==> src/rtl/hazard_tracker_pkg.sv <==
// hazard_tracker_pkg: shared widths, stage-tag type and bubble constant. Rev 1.0
`default_nettype none

package hazard_tracker_pkg;

  localparam int REG_W = 4;
  localparam int CNT_W = 16;

  typedef struct packed {
    logic [REG_W-1:0] dest;
    logic             wb_en;
    logic             mem_r_en;
  } stage_tag_t;

  localparam stage_tag_t BUBBLE_TAG = '{dest: '0, wb_en: 1'b0, mem_r_en: 1'b0};

endpackage

`default_nettype wire

==> src/rtl/hazard_compare.sv <==
// hazard_compare: ID source vs EXE/MEM destination matching. FORWARDING_EN limits stalls to load-use. Rev 1.0
`default_nettype none

module hazard_compare
  import hazard_tracker_pkg::*;
(
  input  logic             id_valid,
  input  logic [REG_W-1:0] id_src1,
  input  logic [REG_W-1:0] id_src2,
  input  logic             id_two_src,
  input  logic [REG_W-1:0] exe_dest,
  input  logic             exe_wb_en,
  input  logic             exe_mem_r_en,
  input  logic [REG_W-1:0] mem_dest,
  input  logic             mem_wb_en,
  output logic             hazard
);

  logic match1_exe, match2_exe, match1_mem, match2_mem;

  always_comb begin
    match1_exe = exe_wb_en & (id_src1 == exe_dest);
    match2_exe = exe_wb_en & id_two_src & (id_src2 == exe_dest);
    match1_mem = mem_wb_en & (id_src1 == mem_dest);
    match2_mem = mem_wb_en & id_two_src & (id_src2 == mem_dest);
  end

`ifdef FORWARDING_EN
  // Only a load in EXE cannot be forwarded in time.
  logic unused_mem_match;
  assign unused_mem_match = match1_mem | match2_mem;
  assign hazard = id_valid & exe_mem_r_en & (match1_exe | match2_exe);
`else
  logic unused_exe_ld;
  assign unused_exe_ld = exe_mem_r_en;
  assign hazard = id_valid & (match1_exe | match2_exe | match1_mem | match2_mem);
`endif

endmodule

`default_nettype wire

==> src/rtl/hazard_tracker.sv <==
// hazard_tracker: EXE/MEM/WB destination tags plus saturating stall counter; FORWARDING_EN via hazard_compare. Rev 1.0
`default_nettype none

module hazard_tracker
  import hazard_tracker_pkg::*;
(
  input  logic             clk,
  input  logic             rst,
  input  logic             ID_valid,
  input  logic [REG_W-1:0] ID_src1,
  input  logic [REG_W-1:0] ID_src2,
  input  logic             ID_two_src,
  input  logic [REG_W-1:0] ID_Dest,
  input  logic             ID_WB_en,
  input  logic             ID_MEM_R_en,
  input  logic             freeze,
  input  logic             flush,
  output logic [REG_W-1:0] EXE_Dest,
  output logic [REG_W-1:0] MEM_Dest,
  output logic [REG_W-1:0] WB_Dest,
  output logic             EXE_WB_en,
  output logic             MEM_WB_en,
  output logic             WB_WB_en,
  output logic             EXE_MEM_R_en,
  output logic             hazard_detected,
  output logic [CNT_W-1:0] stall_count
);

  stage_tag_t       exe_q, exe_d, mem_q, mem_d, wb_q, wb_d;
  logic [CNT_W-1:0] stall_count_q, stall_count_d;
  logic             hazard;

  hazard_compare u_hazard_compare (
    .id_valid     (ID_valid),
    .id_src1      (ID_src1),
    .id_src2      (ID_src2),
    .id_two_src   (ID_two_src),
    .exe_dest     (exe_q.dest),
    .exe_wb_en    (exe_q.wb_en),
    .exe_mem_r_en (exe_q.mem_r_en),
    .mem_dest     (mem_q.dest),
    .mem_wb_en    (mem_q.wb_en),
    .hazard       (hazard)
  );

  always_comb begin
    exe_d         = exe_q;
    mem_d         = mem_q;
    wb_d          = wb_q;
    stall_count_d = stall_count_q;
    if (!freeze) begin
      wb_d  = mem_q;
      mem_d = exe_q;
      if (ID_valid && !hazard && !flush)
        exe_d = '{dest: ID_Dest, wb_en: ID_WB_en, mem_r_en: ID_MEM_R_en};
      else
        exe_d = BUBBLE_TAG;
      // A flushed instruction never issues, so its stall is not counted.
      if (hazard && !flush && (stall_count_q != {CNT_W{1'b1}}))
        stall_count_d = stall_count_q + CNT_W'(1);
    end
  end

  always_ff @(posedge clk) begin
    if (rst) begin
      exe_q         <= BUBBLE_TAG;
      mem_q         <= BUBBLE_TAG;
      wb_q          <= BUBBLE_TAG;
      stall_count_q <= '0;
    end else begin
      exe_q         <= exe_d;
      mem_q         <= mem_d;
      wb_q          <= wb_d;
      stall_count_q <= stall_count_d;
    end
  end

  logic unused_wb_ld;
  assign unused_wb_ld = wb_q.mem_r_en;

  assign EXE_Dest        = exe_q.dest;
  assign MEM_Dest        = mem_q.dest;
  assign WB_Dest         = wb_q.dest;
  assign EXE_WB_en       = exe_q.wb_en;
  assign MEM_WB_en       = mem_q.wb_en;
  assign WB_WB_en        = wb_q.wb_en;
  assign EXE_MEM_R_en    = exe_q.mem_r_en;
  assign hazard_detected = hazard;
  assign stall_count     = stall_count_q;

endmodule

`default_nettype wire

==> config.mk <==
export PLATFORM = sky130hd
export DESIGN_NAME = hazard_tracker
export DESIGN_NICKNAME = d
export VERILOG_FILES = /design/src/rtl/hazard_tracker_pkg.sv /design/src/rtl/hazard_compare.sv /design/src/rtl/hazard_tracker.sv
export SDC_FILE = /design/constraint.sdc
export NUM_CORES = 1
export LEC_CHECK = 0
export ABC_AREA = 1
export CAP_MARGIN = 30
export CORE_ASPECT_RATIO = 0.7
export CORE_MARGIN = 3
export CORE_UTILIZATION = 25
export DETAILED_ROUTE_END_ITERATION = 6
export PLACE_DENSITY = 0.5
export SYNTH_ARGS = -nofsm -noshare
export SYNTH_HDL_FRONTEND = slang
export SYNTH_SLANG_ARGS = --single-unit
==> constraint.sdc <==
create_clock -name clk -period 5.7 [get_ports clk]
set_clock_uncertainty 0.2 [all_clocks]
set_input_delay 1.71 -clock clk [delete_from_list [all_inputs] [get_ports clk]]
set_output_delay 1.71 -clock clk [all_outputs]
set_load 0.01 [all_outputs]
Word level (Yosys, flattened, before mapping)

Cells that the tools add are included.

Register bits after elaboration: 32
Input port bits: 20
Output and inout bits: 33
Logic and storage cells: 33

Add/subtract/negate cells: 1
Equal/unequal tests: 5
Mux-type cells: 1
Bitwise gates (word level): 11
Reductions and logical operators: 7

Operators by type and width:

| operator                                                         | number |
|---|---|
| 16-bit by 1-bit adder with 16-bit output (second input constant) | 1 |
| 4-bit equality test                                              | 4 |
| 16-bit != test (second input constant)                           | 1 |
| 1-bit bitwise AND                                                | 7 |
| 6-bit 2-to-1 mux                                                 | 1 |
| 1-bit logical AND                                                | 4 |
| 1-bit OR                                                         | 3 |
| 1-bit zero test                                                  | 2 |
| 2-bit AND reduction                                              | 1 |
| 1-bit NOT                                                        | 1 |

Longest topological paths before layout

Gate-level depths: netlist of the first run.

Word-level depth: 10
Gate-level depth with buffers: 12

Hierarchy

A second synthesis of the first run with hierarchy kept.

Cell total of the unflattened synthesis: 310
Area total of the unflattened synthesis: 1870.5 µm²

Modules (own cells, without submodules):

| module         | instances | cells each | area each (µm²) | sequential area each (µm²) |
|---|---|---|---|---|
| hazard_tracker | 1         | 245        | 1585.3          | 640.6 |
| hazard_compare | 1         | 65         | 285.3           | 0.0 |

Worst setup path before layout of the first run

No wires, ideal clock.

Path type: input port to output port
Start: input ID_src2[3]
End: output hazard_detected
Arrival: 2.374 ns
Data required time: 3.790 ns
Path slack: 1.416 ns
Cell stages on the path: 8
Buffers on the path: 0
Cell sequence: inv_1 > nand2_1 > nand2_1 > nor2_1 > nand3_1 > nand2_1 > nand2_2 > a21oi_1

Longest elaborated chain between the ends: 6

RTL lines:

| item                   | RTL line             | text |
|---|---|---|
| start, declared        | hazard_tracker.sv:11 | `input logic [REG_W-1:0] ID_src2,` |
| 4-bit equality test    | hazard_compare.sv:23 | `match2_exe = exe_wb_en & id_two_src & (id_src2 == exe_dest);` |
| 1-bit bitwise AND      | hazard_compare.sv:23 |  |
| 1-bit OR (2 in series) | hazard_compare.sv:36 | `assign hazard = id_valid & (match1_exe \| match2_exe \| match1_mem \| match2_mem);` |
| 1-bit OR *             | hazard_compare.sv:36 |  |
| 1-bit bitwise AND *    | hazard_compare.sv:36 |  |
| end, declared          | hazard_tracker.sv:25 | `output logic hazard_detected,` |

Every way passes the cells marked *; elsewhere a longest branch is shown, timed or not.

Worst setup path in the final report of the first run

Start: input ID_src1[2]
End: output hazard_detected

Longest elaborated chain between the ends: 6

RTL lines:

| item                     | RTL line             | text |
|---|---|---|
| start, declared          | hazard_tracker.sv:10 | `input logic [REG_W-1:0] ID_src1,` |
| 4-bit equality test      | hazard_compare.sv:22 | `match1_exe = exe_wb_en & (id_src1 == exe_dest);` |
| 1-bit bitwise AND        | hazard_compare.sv:22 |  |
| 1-bit OR                 | hazard_compare.sv:36 |  |
| 1-bit OR * (2 in series) | hazard_compare.sv:36 |  |
| 1-bit bitwise AND *      | hazard_compare.sv:36 |  |

Marks and branches as above.

==> impl_metrics.py, run 1 <==
metrics = {
    "synth": {
        "ys_seq_area_share_pct": 33.38,
        "synth_nets": 302,
        "synth_area_leaders": "dfxtp_1 33%, nand2_1 14%, nand3_1 6.8%",
        "syn_area_per_cell_um2": 6.830,
        "synth_cell_types": 25,
        "synthCells": 281,
        "ys_warn_count": 0,
        "yosys.area.top_type": "dfxtp_1",
        "synth_top_area_share_pct": 33.38,
        "syn-cell-area_mm2": 0.001919,
        "ys_ff_latch": 32,
    },
    "grt": {
        "antenna_found_initial": 0,
        "globalRoute.totalOverflow": 0,
        "grt_util_all_layers_pct": 12.77,
        "grt_pass1_vias": 1778,
        "grt_max_degree": 23,
        "grt_pass1_wl_um": 9121,
    },
    "critical_path": {
        "critPathKind": "in2out",
        "slowest_stage": "clkdlybuf4s50_1",
        "cp_cell_sequence": "clkdlybuf4s50_1 -> inv_1 -> nand2_1 -> nand2_1 -> nor2_1 -> nand2_1 -> nand2_1 -> nand2_2 -> a21oi_1 -> clkdlybuf4s50_1",
        "cp_top_family": "buffers and inverters",
        "crit_path_frequent_cell": "nand2_1",
        "setup.worst_path.end_class": "output pin",
        "path_buf_inv": 3,
        "cp_data_required_time_ns": 3.79,
        "max_stage_delay_ns": 0.55,
        "cp-start-kind": "input pin",
        "arrival_ns": 3.52,
        "crit_fanout": 8,
    },
    "timing": {
        "fmax_mhz": 184.1,
        "slew_violations": 0,
        "timing.final.ws_setup_ns": 0.2673,
        "rsz0062_at_grt": "no",
        "finalSetupTns_ns": 0,
        "slew-limit-headroom_pct": 58.18,
        "final_hold_viol_count": 0,
        "layout_min_cycle_time_ns": 5.433,
        "worst_pin_slew_ns": 0.6253,
        "timing.final.crit_share_pct": 95.31,
        "setup_viol": 0,
    },
    "power_and_ir_drop": {
        "p_int_w": 0.0003551,
        "p_seq_share_pct": 48.8,
        "switching_power_w": 0.0001238,
        "cellLeakagePower_nw": 0.9828,
        "p_comb_share_pct": 13.0,
        "power.share.clock_pct": 38.3,
        "ir_drop_mv": 0.09072,
        "switching_share_pct": 25.85,
        "power_density_mw_per_mm2": 183.9,
    },
    "clocking": {
        "cts_hold_buffers": 0,
        "post_cts_resized": 0,
        "cts_tree": "built",
        "cts_setup_buffers": 0,
        "cts_num_sinks": 32,
        "htree_levels": 2,
        "cts_root_buffer": "clkbuf_8",
        "clk-insertion-delay-late_ns": 0.29,
        "cts_max_path_buffers": 2,
        "cts_made_buffers": 5,
        "path_clk_slew_ns": 0.07,
    },
    "floorplan": {
        "dieHeight_um": 79.31,
        "dieArea_mm2": 0.008782,
        "row_count": 26,
        "die_w_um": 110.7,
        "num_io_pins": 53,
        "core_mm2": 0.007385,
        "initial_core_util_pct": 25.99,
    },
    "placed_design": {
        "pre_cts_ws_ns": 0.2922,
        "place.detailed.hpwl_um": 4091,
        "routabilityCongestion": 0.8372,
        "io_buffers": 52,
    },
    "drt": {
        "detail_route.first_pass.iterations": 5,
        "wl_um": 5480,
        "num_vias": 1911,
        "first_iter_violations": 111,
        "wire_per_inst_um": 12.69,
        "vias_per_cell": 4.424,
        "drc_errors": 0,
        "ant_nets": 0,
    },
    "cells_and_area": {
        "drive_gt1_share_pct": 12.28,
        "multi_input_area_mm2": 0.001109,
        "layout.nets": 354,
        "register_area_um2": 640.6,
        "fillCellCount": 790,
        "num_antenna_cells": 0,
        "utilization_pct": 35.28,
        "layout-area-overhead-vs-synth_pct": 35.72,
    },
    "hold_path": {
        "min_path_type": "reg2reg",
    },
    "flow_run": {
        "drv_cap": 0,
    },
    "status": {
        "status": "finished, final reports clean",
    },
}
-- final timing paths --
check                                     from               to  slack [ns]  cells after the start
worst min register to register    EXE_MEM_R_en     EXE_MEM_R_en        0.28                      2
worst max register to register  stall_count[0]   stall_count[6]        3.51                      9
worst min-delay path              EXE_MEM_R_en     EXE_MEM_R_en        0.28                      2
worst max-delay path                ID_src1[2]  hazard_detected        0.27                     10
-- power groups by stage --
stage	Combinational, W	Clock, W	Sequential (W)
after floorplan	0.0000277	0	0.000240
after global placement	0.0000622	0	0.000239
after detailed placement	0.0000622	0	0.000239
after CTS	0.0000626	0.000190	0.000234
after global routing	0.0000694	0.000198	0.000234
final	0.0000621	0.000183	0.000234
-- routing by layer --
metal	GRT usage, %	vias to the layer above	routed length [um]
met2	17.07	52	2133
met5	0	-	0
met4	3.690	0	45
met3	3.123	4	325
met1	19.66	842	2976
li1	-	1013	-
-- metrics by stage --
step / cell area, um2 / power [W] / hold WS (ns) / instances
6_report: 2605 / 0.0004790 / 0.2764 / 432
5_1_grt: 2605 / 0.0005016 / 0.3068 / 432
4_1_cts: 2605 / 0.0004868 / 0.2809 / 432
3_5_place_dp: 2512 / 0.0003012 / 0.2698 / 424
3_3_place_gp: 2512 / 0.0003014 / 0.2574 / 424
2_1_floorplan: 1919 / 0.0002677 / 0.2900 / 281
-- worst min-delay path: stages (launching register included) --
cell     delay (ns)
dfxtp_1        0.31
nand2_1        0.06
a21oi_1        0.06
-- registers in the layout (all words and copies together), names as in the netlist --
| register | count |
|---|---|
| EXE_Dest | 4 |
| EXE_MEM_R_en | 1 |
| EXE_WB_en | 1 |
| MEM_Dest | 4 |
| MEM_WB_en | 1 |
| WB_Dest | 4 |
| WB_WB_en | 1 |
| stall_count | 16 |
-- logic make-up (layout without fill, tap and decap cells) --
logic type               after synthesis  in the layout  synth area share, %
AO/OA/AOI/OAI                         43             43                13.89
XOR/XNOR                              14             14                6.389
adder cells (fa/ha/maj)                1              1               0.6518
AND/OR/NAND/NOR                      153            153                36.83
flip-flops                            32             32                33.38
buffers and inverters                 38             91                8.866
-- cell type report --
cell class,count,share of cell area [%]
flip-flops and latches,32,24.59
multi-input cells,211,42.56
clock inverters,2,0.3842
clock buffers,6,3.170
repair buffers,53,20.27
inverters,30,4.323
well taps,98,4.707
-- cell usage in the layout (no fill, tap or decap), drive strengths merged --
cell	netlist	routed
nand2	86	86
clkdlybuf4s50	0	52
dfxtp	32	32
inv	30	30
a21oi	30	30
nand3	26	26
nor2	26	26
o21ai	12	12
xor2	9	9
nor3	8	8
nand4	7	7
clkbuf	4	6
xnor2	5	5
clkinv	0	2
a21boi	1	1
ha	1	1
buf	4	1
-- synthesized netlist by cell type (all sizes together) --
master and count:
a21boi 1, o21ai 12, nand3 26, a21oi 30
clkbuf 4, xor2 9, xnor2 5, nor3 8
nor2 26, nand2 86, ha 1, buf 4
dfxtp 32, inv 30, nand4 7
Power figures use the tool's default switching activity.
==> run 2, diff against run 1 <==
--- a/config.mk
+++ b/config.mk
@@ -10,8 +10,10 @@
 export CORE_ASPECT_RATIO = 0.7
 export CORE_MARGIN = 3
 export CORE_UTILIZATION = 25
+export CTS_BUF_LIST = sky130_fd_sc_hd__clkbuf_16
 export DETAILED_ROUTE_END_ITERATION = 6
-export PLACE_DENSITY = 0.5
+export DONT_BUFFER_PORTS = 1
+export PLACE_DENSITY = 0.41
 export SYNTH_ARGS = -nofsm -noshare
 export SYNTH_HDL_FRONTEND = slang
 export SYNTH_SLANG_ARGS = --single-unit
==> run 2 against run 1 <==
Sequential share of layout area increased by 5.6 points. Final area decreased by 19%. Flip-flop and latch count unchanged. Maximum frequency increased by 23%. First-iteration DRC count decreased by 9.0%. Worst hold slack improved by 0.055 ns. Non-clock buffer count decreased by 53. Global-route usage decreased by 0.82 points. Power increased by 7.1%.
==> impl_metrics.py, run 2 (synthesized netlist as in run 1, its figures left out) <==
metrics = {
    "status": {
        "status": "finished, final reports clean",
    },
    "timing": {
        "worst_pin_slew_ns": 0.5519,
        "fmax_mhz": 225.8,
        "worst_hold_slack_ns": 0.3319,
        "rsz0062_at_grt": "no",
        "timing.final.crit_share_pct": 77.70,
        "layout_min_cycle_time_ns": 4.429,
        "slew_violations": 0,
        "slew-limit-headroom_pct": 63.11,
        "setup_viol": 0,
        "finalSetupTns_ns": 0,
        "final_hold_viol_count": 0,
    },
    "drt": {
        "vias_per_cell": 4.499,
        "first_iter_violations": 101,
        "wire_per_inst_um": 13.79,
        "wl_um": 5226,
        "num_vias": 1705,
        "detail_route.first_pass.iterations": 4,
        "drc_errors": 0,
        "ant_nets": 0,
    },
    "critical_path": {
        "cp-startpoint": "ID_src2[3]",
        "setup.worst_path.end_class": "output pin",
        "max_stage_delay_ns": 0.27,
        "cp_data_required_time_ns": 3.79,
        "r2r-start": "stall_count[0]",
        "critPathKind": "in2out",
        "cp_cell_sequence": "inv_1 -> nand2_1 -> nand2_1 -> nor2_1 -> nand3_1 -> nand2_1 -> nand2_2 -> a21oi_1",
        "crit_fanout": 8,
        "cp-start-kind": "input pin",
        "arrival_ns": 2.52,
        "slowest_stage": "a21oi_1",
        "crit_path_frequent_cell": "nand2_1",
    },
    "clocking": {
        "clk-insertion-delay-late_ns": 0.27,
        "cts_tree": "built",
        "cts_max_path_buffers": 2,
        "cts_hold_buffers": 0,
        "cts_num_sinks": 32,
        "cts_made_buffers": 5,
        "path_clk_slew_ns": 0.05,
        "post_cts_resized": 0,
        "cts_root_buffer": "clkbuf_16",
        "cts_setup_buffers": 0,
        "htree_levels": 2,
    },
    "cells_and_area": {
        "fillCellCount": 800,
        "largest_reg_flops": 16,
        "multi_input_area_mm2": 0.001109,
        "drive_gt1_share_pct": 13.17,
        "num_antenna_cells": 0,
        "final_cell_mix": "72 x nand2_1, 32 x dfxtp_1, 29 x inv_1",
        "layout_commonest_cell": "nand2_1",
        "register_area_um2": 640.6,
        "final_area_mm2": 0.002121,
        "layout.nets": 301,
        "layout-area-overhead-vs-synth_pct": 10.50,
    },
    "power_and_ir_drop": {
        "power_density_mw_per_mm2": 241.9,
        "cellLeakagePower_nw": 0.8128,
        "ir_drop_mv": 0.1244,
        "total_power_w": 0.0005130,
    },
    "hold_path": {
        "min_from": "WB_Dest[3]",
        "min_path_type": "reg2reg",
    },
    "floorplan": {
        "initial_core_util_pct": 25.99,
        "num_io_pins": 53,
        "row_count": 26,
        "die_w_um": 110.7,
        "dieArea_mm2": 0.008782,
        "dieHeight_um": 79.31,
        "core_mm2": 0.007385,
    },
    "grt": {
        "grt_util_all_layers_pct": 11.94,
        "antenna_found_initial": 0,
        "grt_pass1_vias": 1558,
        "grt_pass1_wl_um": 8362,
        "globalRoute.totalOverflow": 0,
        "grt_max_degree": 23,
    },
    "placed_design": {
        "io_buffers": 0,
        "place.detailed.hpwl_um": 3969,
        "routabilityCongestion": 0.7942,
        "dpl-instance-area_mm2": 0.001984,
    },
    "flow_run": {
        "drv_cap": 0,
    },
}
[run 2: cell types whose count changed in the layout (fill, tap and decap cells not counted), sizes merged]
cell | before | now
inv | 30 | 32
clkinv | 2 | 1
clkbuf | 6 | 5
buf | 1 | 0
clkdlybuf4s50 | 52 | 0
[run 2: critical path, delay by kind of cell]
family	cells	cell delay (ns)
AND/OR/NAND/NOR	6	0.50
buffers and inverters	1	0.04
AO/OA/AOI/OAI	1	0.27
[run 2: final cells by class]
cell class	instances	area share [%]
sequential	32	30.21
inverter	30	5.310
multi-input combinational	211	52.27
clock buffer	5	5.900
tap	98	5.782
clock inverter	3	0.5310
[run 2: through the flow]
stage               std cells  util, %  setup WS, ns
floorplan                 281        -         1.416
global placement          371    26.87         1.292
detailed placement        371    26.87         1.278
CTS                       379    28.72         1.276
global route              379    28.72         1.169
finish                    379    28.72         1.271
[run 2: power breakdown]
group / internal (W) / leakage [nW] / switching (W)
sequential: 0.000229 / 0.260 / 0.00000833
combinational: 0.0000105 / 0.479 / 0.0000181
clock: 0.000157 / 0.0738 / 0.0000902
total: 0.000396 / 0.813 / 0.000117
[run 2: worst paths after layout]
check                          to  slack, ns  depth (start not counted)
setup / recovery  hazard_detected       1.27                          8
hold / removal         WB_Dest[3]       0.33                          2
setup reg to reg   stall_count[6]       3.45                          9
hold reg to reg        WB_Dest[3]       0.33                          2
[run 2: layer usage]
| layer | GRT usage (%) | vias up | wire length [um] |
|---|---|---|---|
| li1 | - | 913 | - |
| met1 | 18.60 | 746 | 2870 |
| met2 | 15.01 | 41 | 1923 |
| met3 | 4.113 | 5 | 391 |
| met4 | 2.952 | 0 | 41 |
| met5 | 0 | - | 0 |
==> run 3, diff against run 2 <==
--- a/config.mk
+++ b/config.mk
@@ -13,7 +13,7 @@
 export CTS_BUF_LIST = sky130_fd_sc_hd__clkbuf_16
 export DETAILED_ROUTE_END_ITERATION = 6
 export DONT_BUFFER_PORTS = 1
-export PLACE_DENSITY = 0.41
+export PLACE_DENSITY = 0.43
 export SYNTH_ARGS = -nofsm -noshare
 export SYNTH_HDL_FRONTEND = slang
 export SYNTH_SLANG_ARGS = --single-unit
==> constraint.sdc (replaced) <==
create_clock -name clk -period 3.98 [get_ports clk]
set_clock_uncertainty 0.2 [all_clocks]
set_input_delay 1.194 -clock clk [delete_from_list [all_inputs] [get_ports clk]]
set_output_delay 1.194 -clock clk [all_outputs]
set_load 0.01 [all_outputs]
==> run 3 against run 2 <==
Clock power grew 79%. Combinational power grew 49%. Flip-flop and latch count is the same. Sequential power grew 43%. Cell count is the same. First-iteration DRC count grew 4.0%. Worst setup slack lost 0.67 ns. Worst hold slack lost 0.0028 ns. Register-to-register slack lost 1.7 ns. Via count grew 0.47%. Critical path type unchanged. Largest power group unchanged.
==> impl_metrics.py, run 3 (synthesized netlist as in run 1, its figures left out) <==
metrics = {
    "critical_path": {
        "setup.worst_path.end_class": "output pin",
        "crit_fanout": 8,
        "cp_data_required_time_ns": 2.59,
        "arrival_ns": 1.99,
        "reg2reg_depth": 9,
        "cp-start-kind": "input pin",
        "critPathKind": "in2out",
    },
    "timing": {
        "slew_violations": 0,
        "timing.final.crit_share_pct": 84.98,
        "slew-limit-headroom_pct": 63.04,
        "layout_min_cycle_time_ns": 3.382,
        "setup_viol": 0,
        "final_hold_viol_count": 0,
        "finalSetupTns_ns": 0,
        "fmax_mhz": 295.7,
        "worst_pin_slew_ns": 0.5531,
        "rsz0062_at_grt": "no",
    },
    "power_and_ir_drop": {
        "power_density_mw_per_mm2": 382.5,
        "total_power_w": 0.0008231,
        "cellLeakagePower_nw": 0.8187,
        "ir_drop_mv": 0.1542,
    },
    "floorplan": {
        "die_w_um": 110.7,
        "dieArea_mm2": 0.008782,
        "initial_core_util_pct": 25.99,
        "row_count": 26,
        "dieHeight_um": 79.31,
        "core_mm2": 0.007385,
        "num_io_pins": 53,
    },
    "placed_design": {
        "routabilityCongestion": 0.8230,
        "io_buffers": 0,
        "dpl-instance-area_mm2": 0.001984,
        "placed_cells_incl_taps": 371,
        "place.detailed.hpwl_um": 4098,
    },
    "grt": {
        "grt_pass1_vias": 1617,
        "grt_util_all_layers_pct": 12.73,
        "antenna_found_initial": 0,
        "grt_max_degree": 23,
        "globalRoute.totalOverflow": 0,
        "grt_pass1_wl_um": 8990,
    },
    "hold_path": {
        "hold_depth": 2,
        "min_path_type": "reg2reg",
    },
    "clocking": {
        "htree_levels": 2,
        "post_cts_resized": 0,
        "clk-insertion-delay-late_ns": 0.28,
        "cts_tree": "built",
        "cts_num_sinks": 32,
        "cts_root_buffer": "clkbuf_16",
        "cts_hold_buffers": 0,
        "cts_setup_buffers": 0,
        "cts_made_buffers": 5,
        "cts_max_path_buffers": 2,
        "path_clk_slew_ns": 0.06,
    },
    "cells_and_area": {
        "largest_reg_flops": 16,
        "final_cell_count_no_fill": 379,
        "drive_gt1_share_pct": 14.23,
        "final_area_mm2": 0.002152,
        "final_cell_mix": "72 x nand2_1, 32 x dfxtp_1, 27 x inv_1",
        "layout.nets": 301,
        "fillCellCount": 810,
        "layout_commonest_cell": "nand2_1",
        "layout-area-overhead-vs-synth_pct": 12.12,
        "num_antenna_cells": 0,
    },
    "flow_run": {
        "drv_cap": 0,
    },
    "drt": {
        "first_iter_violations": 105,
        "drc_errors": 0,
        "num_vias": 1713,
        "vias_per_cell": 4.520,
        "ant_nets": 0,
        "wire_per_inst_um": 14.48,
        "detail_route.first_pass.iterations": 4,
        "wl_um": 5487,
    },
    "status": {
        "status": "finished, final reports clean",
    },
}
[run 3: changes by cell type in the layout (fill, tap and decap cells not counted)]
| cell | delta |
|---|---|
| clkinv_2 | +1 |
| clkinv_1 | -1 |
| clkinvlp_4 | +1 |
| inv_1 | -2 |
| bufinv_16 | +1 |
[run 3: per-layer routing]
| metal | track usage (%) | part of all wire (%) | vias to the layer above |
|---|---|---|---|
| met4 | 3.321 | 0.49 | 0 |
| met2 | 16.83 | 39 | 34 |
| met1 | 18.77 | 53 | 774 |
| met3 | 4.950 | 7.0 | 2 |
| met5 | 0 | 0 | - |
| li1 | - | - | 903 |
[run 3: report_power, final]
| part | total, W | switching [W] | internal (W) |
|---|---|---|---|
| sequential | 0.000340 | 0.0000121 | 0.000328 |
| combinational | 0.0000425 | 0.0000274 | 0.0000151 |
| clock | 0.000441 | 0.000147 | 0.000294 |
[run 3: path summary, 6_finish.rpt]
kind	startpoint	end	slack [ns]
min	EXE_MEM_R_en	EXE_MEM_R_en	0.33
max	ID_src1[3]	hazard_detected	0.60
max reg2reg	stall_count[0]	stall_count[6]	1.73
min reg2reg	EXE_MEM_R_en	EXE_MEM_R_en	0.33
[run 3: critical path, stage by stage]
cell     delay (ns)
xor2_1         0.13
nor2_1         0.10
nand2_1        0.08
nand2_1        0.10
nand2_2        0.11
a21oi_1        0.27
[run 3: layout make-up]
class / instances / area, um2 / area share, %
Clock buffer: 5 / 125.1 / 5.814
Clock inverter: 3 / 42.54 / 1.977
Inverter: 30 / 112.6 / 5.233
Multi-Input combinational cell: 211 / 1109 / 51.51
Sequential cell: 32 / 640.6 / 29.77
Tap cell: 98 / 122.6 / 5.698
[run 3: metrics by stage]
stage          setup WS [ns]  utilization [%]  hold WS, ns
4_1_cts               0.5944            29.14       0.3365
3_5_place_dp          0.5946            26.87       0.3308
3_3_place_gp          0.6049            26.87       0.3305
2_1_floorplan         0.7281                -       0.2900
6_report              0.5977            29.14       0.3291
5_1_grt               0.4711            29.14       0.3636
==> edit 1: new RTL, config.mk and constraints of run 1 <==
Add a define of `FORWARDING_EN`.
--- a/src/rtl/hazard_compare.sv
+++ b/src/rtl/hazard_compare.sv
@@ -1,5 +1,7 @@
 // hazard_compare: ID source vs EXE/MEM destination matching. FORWARDING_EN limits stalls to load-use. Rev 1.0
 `default_nettype none
+
+`define FORWARDING_EN
 
 module hazard_compare
   import hazard_tracker_pkg::*;
Formal check against the unedited RTL: not equivalent (Yosys sat finds a counterexample within 4 cycles, from zero or initial values and one cycle with rst high).
==> edit 1 against run 1 <==
  * Final area decreased by 4.1%
  * Sequential cell count unchanged
  * Setup slack improved by 0.20 ns
  * Via count decreased by 4.6%
  * Total power increased by 5.3%
  * Non-clock buffer count increased by 1
  * Routed wire length decreased by 10%
  * Area after synthesis decreased by 7.0%
  * Largest power group unchanged
==> edit 1: results (changes against run 1) <==
Largest net degree at the start of global routing -> 27 (was 23)
Synth area leaders -> dfxtp_1 (36%), nand2_1 (16%), nor2_1 (10%) (was dfxtp_1 (33%), nand2_1 (14%), nand3_1 (6.8%))
Commonest cells post-synth -> nand2_1 (78), nor2_1 (48), inv_1 (40) (was nand2_1 (72), dfxtp_1 (32), inv_1 (27))
Worst slew pin tran -> 0.7967 ns (was 0.6253 ns)
Number of DRC markers in iteration 0 -> 52 (was 111)
Detailed Place HPWL -> 3737 µm (was 4091 µm)
DP Cell Count -> 420 (was 424)
Cell Count, Final, Fillers Out -> 428 (was 432)
GRT Util Overall -> 12.22% (was 12.77%)
DRT Pass-1 Iters -> 4 (was 5)
Synth cell types -> 24 (was 25)
Final GP Congestion -> 0.7684 (was 0.8372)
Data arrival, critical path -> 3.32 ns (was 3.52 ns)
Max stage delay on crit path -> 0.57 ns (was 0.55 ns)
Met1 Use GR -> 17.87% (was 19.66%)
Switch share -> 23.62% (was 25.85%)
Layout cell share with drive strength beyond 1 -> 6.587% (was 12.28%)
Vias in the first global route -> 1,605 (was 1,778)
Grt met3 use -> 3.701% (was 3.123%)
Crit Path Max Fanout -> 2 (was 8)
Global-route wire length before repair -> 7941 µm (was 9121 µm)
Syn_area_per_cell -> 6.354 µm² (was 6.830 µm²)
Static leakage -> 1.079 nW (was 0.9828 nW)
Maximum VDD drop -> 0.07450 mV (was 0.09072 mV)
Final WL -> 4918 µm (was 5480 µm)
Status -> completed (unchanged)
Register area share after synthesis -> 35.88% (was 33.38%)
Hold WS -> 0.2809 ns (was 0.2764 ns)
-- edit 1: changes by cell type after synthesis, sizes merged, moves of 2 or more --
cell          run 1  this run
xnor2             5         1
xor2              9         7
nor2             26        51
nand3            26         7
inv              30        44
nand4             7        20
a21oi            30        11
nand2            86        79
nor3              8         6
-- edit 1: power by group through the flow --
stage               Combinational [W]  Sequential, W  Clock [W]
CTS                         0.0000544       0.000233   0.000227
global route                0.0000594       0.000233   0.000238
floorplan                   0.0000226       0.000239          0
finish                      0.0000535       0.000233   0.000218
global placement            0.0000540       0.000238          0
detailed placement          0.0000542       0.000238          0
-- edit 1: worst paths after layout --
check	start	end	slack, ns	depth (start not counted)
setup reg to reg	stall_count[0]	stall_count[0]	3.57	9
setup / recovery	ID_src1[3]	hazard_detected	0.47	8
hold / removal	WB_Dest[2]	WB_Dest[2]	0.28	2
hold reg to reg	WB_Dest[2]	WB_Dest[2]	0.28	2
-- edit 1: final cells by class --
class	count	area (µm²)
fill	752	4353
multi-input combinational	196	927.1
sequential	32	640.6
clock inverter	3	42.54
clock buffer	5	68.82
inverter	44	165.2
timing repair buffer	54	535.5
tap	94	117.6
-- edit 1: routing by layer --
layer	up-vias	part of all wire [%]
li1	984	-
met1	790	52
met2	48	41
met3	2	6.6
met4	0	0.55
met5	-	0
-- edit 1: cells by family (layout without fill, tap and decap cells) --
family / Yosys count / after routing / share of synthesized area [%]
fa+ha+maj: 1 / 1 / 0.7007
buf+inv: 53 / 106 / 12.19
compound gates: 23 / 23 / 6.728
simple gates: 164 / 164 / 40.57
xor+xnor: 8 / 8 / 3.924
flops: 32 / 32 / 35.88
-- edit 1: worst register-to-register path, cell delays in order, from the launching register on --
cell and delay (ns):
dfxtp_1 0.34, ha_1 0.22, nand2_1 0.12, nor2_2 0.08
nand4_1 0.08, nand2_1 0.05, inv_1 0.30, nand4_4 0.35
nor2_1 0.21, nor2_1 0.06
-- edit 1: stage by stage --
| step | setup slack, ns | cell area [µm²] | utilization, % |
|---|---|---|---|
| after global placement | 0.4607 | 2386 | 34.83 |
| after detailed placement | 0.4378 | 2386 | 34.83 |
| after floorplan | 1.439 | 1785 | - |
| after CTS | 0.4370 | 2497 | 36.46 |
| after global routing | 0.3423 | 2497 | 36.46 |
| final | 0.4708 | 2497 | 36.46 |
==> edit 2: new RTL, config.mk and constraints of run 1 <==
Without the edit above. Register the output `stall_count` once more, cleared by the reset; this adds one clock of latency there. The other outputs are not delayed to match.
--- a/src/rtl/hazard_tracker.sv
+++ b/src/rtl/hazard_tracker.sv
@@ -86,7 +86,13 @@
   assign WB_WB_en        = wb_q.wb_en;
   assign EXE_MEM_R_en    = exe_q.mem_r_en;
   assign hazard_detected = hazard;
-  assign stall_count     = stall_count_q;
+  always_ff @(posedge clk) begin
+    if (rst) begin
+      stall_count <= '0;
+    end else begin
+      stall_count <= stall_count_q;
+    end
+  end
 
 endmodule
 
Function: changed (Yosys sat finds a counterexample within 4 cycles, from zero or initial values and one cycle with rst high).
==> edit 2 against run 1 <==
  * Final cell count grew 19%
  * Sequential cell count grew 16
  * Total power grew 55%
  * Worst hold slack lost 0.0028 ns
  * Routed wire length grew 6.1%
  * Combinational power grew 8.4%
  * Area after synthesis grew 19%
  * Final area grew 18%
  * Register-to-register slack lost 0.11 ns
  * Utilization grew 0.092 points
  * First-iteration DRC count shrank 23%
  * Synthesized cell count grew 21%
  * Maximum frequency grew 0.89%
  * Setup slack gained 0.048 ns
==> edit 2: results (changes against run 1) <==
Cell Pwr Density -> 241.8 nW/µm² (was 183.9 nW/µm²)
DRT Pass-1 Iters -> 4 (was 5)
DP Cell Count -> 504 (was 424)
Async S/R FF share, synth -> 0% (unchanged)
Crit Path Max Fanout -> 8 (unchanged)
Data arrival, critical path -> 3.47 ns (was 3.52 ns)
Status -> completed (unchanged)
Ys Warns -> 0 (unchanged)
Worst reg-to-reg path cell count -> 10 (was 9)
Multi-input gates -> 236 (was 211)
Maximum VDD drop -> 0.1040 mV (was 0.09072 mV)
Worst R2R End -> stall_count_q[2] (was stall_count[6])
Global-route wire length before repair -> 9729 µm (was 9121 µm)
Vias -> 2,133 (was 1,911)
# nets final -> 412 (was 354)
Worst r2r src -> stall_count_q[0] (was stall_count[0])
Non-clk bufs -> 55 (was 53)
Placed inst area -> 2909 µm² (was 2512 µm²)
CTS buffer count -> 5 (unchanged)
Fill cells -> 983 (was 790)
Vias in the first global route -> 2,021 (was 1,778)
Final GP Congestion -> 0.8137 (was 0.8372)
Setup TNS -> 0 ns (unchanged)
Non-clk buf share -> 17.67% (was 20.27%)
Synth area leaders -> dfxtp_1 (42%), nand2_1 (13%), nor2_1 (12%) (was dfxtp_1 (33%), nand2_1 (14%), nand3_1 (6.8%))
Number of DRC markers in iteration 0 -> 85 (was 111)
Clock root cell -> clkbuf_16 (was clkbuf_8)
Clock latency on the worst-skew pair -> 0.29 ns (about the same)
Inverters -> 45 (was 30)
CTS max path bufs -> 2 (unchanged)
Layout cell share with drive strength beyond 1 -> 5.867% (was 12.28%)
Clk sink count -> 48 (was 32)
GRT Util Overall -> 11.78% (was 12.77%)
Commonest cells post-synth -> nand2_1 (80), nor2_1 (75), dfxtp_1 (48) (was nand2_1 (72), dfxtp_1 (32), inv_1 (27))
Routed wire length per instance -> 11.36 µm (was 12.69 µm)
Biggest regs -> stall_count (16), stall_count_q (16)
Synth cell types -> 21 (was 25)
Critical path origin -> ID_src1[2] (unchanged)
Register area share after synthesis -> 42.01% (was 33.38%)
Largest net degree at the start of global routing -> 29 (was 23)
Initial antenna violation count -> 0 (unchanged)
Area grow syn2layout -> 34.35% (was 35.72%)
Reg2reg setup slack -> 3.40 ns (was 3.51 ns)
Mapped Nets -> 362 (was 302)
Clock-cell share -> 5.334% (was 3.554%)
Final WL -> 5814 µm (was 5480 µm)
Slew HR -> 53.12% (was 58.18%)
Port bufs -> 52 (unchanged)
Static leakage -> 1.375 nW (was 0.9828 nW)
Mapped Cells -> 341 (was 281)
Detailed Place HPWL -> 4279 µm (was 4091 µm)
Area of the multi-input gates -> 1086 µm² (was 1109 µm²)
Sequential share of cell area -> 31.27% (was 24.59%)
## edit 2: report_power, final
group | switching (W) | leakage [nW] | internal, W | total [W]
registers | 0.00000516 | 0.389 | 0.000341 | 0.000346
clock network | 0.000123 | 0.0808 | 0.000206 | 0.000330
logic | 0.0000356 | 0.905 | 0.0000317 | 0.0000673
total | 0.000164 | 1.37 | 0.000579 | 0.000743
## edit 2: how the worst min path moves through the flow
stage,start,to,slack [ns],cells after the start
2_1_floorplan,stall_count_q[15],stall_count[15],0.24,2
3_3_place_gp,EXE_MEM_R_en,EXE_MEM_R_en,0.26,2
3_5_place_dp,EXE_MEM_R_en,EXE_MEM_R_en,0.26,2
4_1_cts,stall_count_q[15],stall_count[15],0.27,2
5_1_grt,EXE_MEM_R_en,EXE_MEM_R_en,0.30,2
6_report,stall_count_q[15],stall_count[15],0.27,2
## edit 2: critical path: stages
cell and delay (ns):
clkdlybuf4s50_1 0.50, inv_1 0.06, nand2_1 0.05, nand2_1 0.04, nor2_1 0.14, nand2_1 0.08, nand2_2 0.09, nand2_4 0.09
a21oi_1 0.16, clkdlybuf4s50_1 0.56
## edit 2: cell families after synthesis
| group | share of synthesized area (%) |
|---|---|
| AOI/OAI and AO/OA | 5.689 |
| adders and majority gates | 0.5470 |
| and+or+nand+nor | 37.03 |
| DFF | 42.01 |
| buffers and inverters | 10.50 |
| xor gates and xnor gates | 4.212 |
## edit 2: stage by stage
stage          worst slack, ns  utilization (%)
2_1_floorplan            1.378                -
3_3_place_gp            0.3382            33.48
3_5_place_dp            0.3197            33.48
4_1_cts                 0.3197            35.37
5_1_grt                 0.1531            35.37
6_report                0.3154            35.37
## edit 2: layer usage
metal	GRT usage [%]	share of wire, %
met2	17.28	41
met3	4.285	6.0
met5	0	0
met1	16.25	52
met4	3.395	0.95
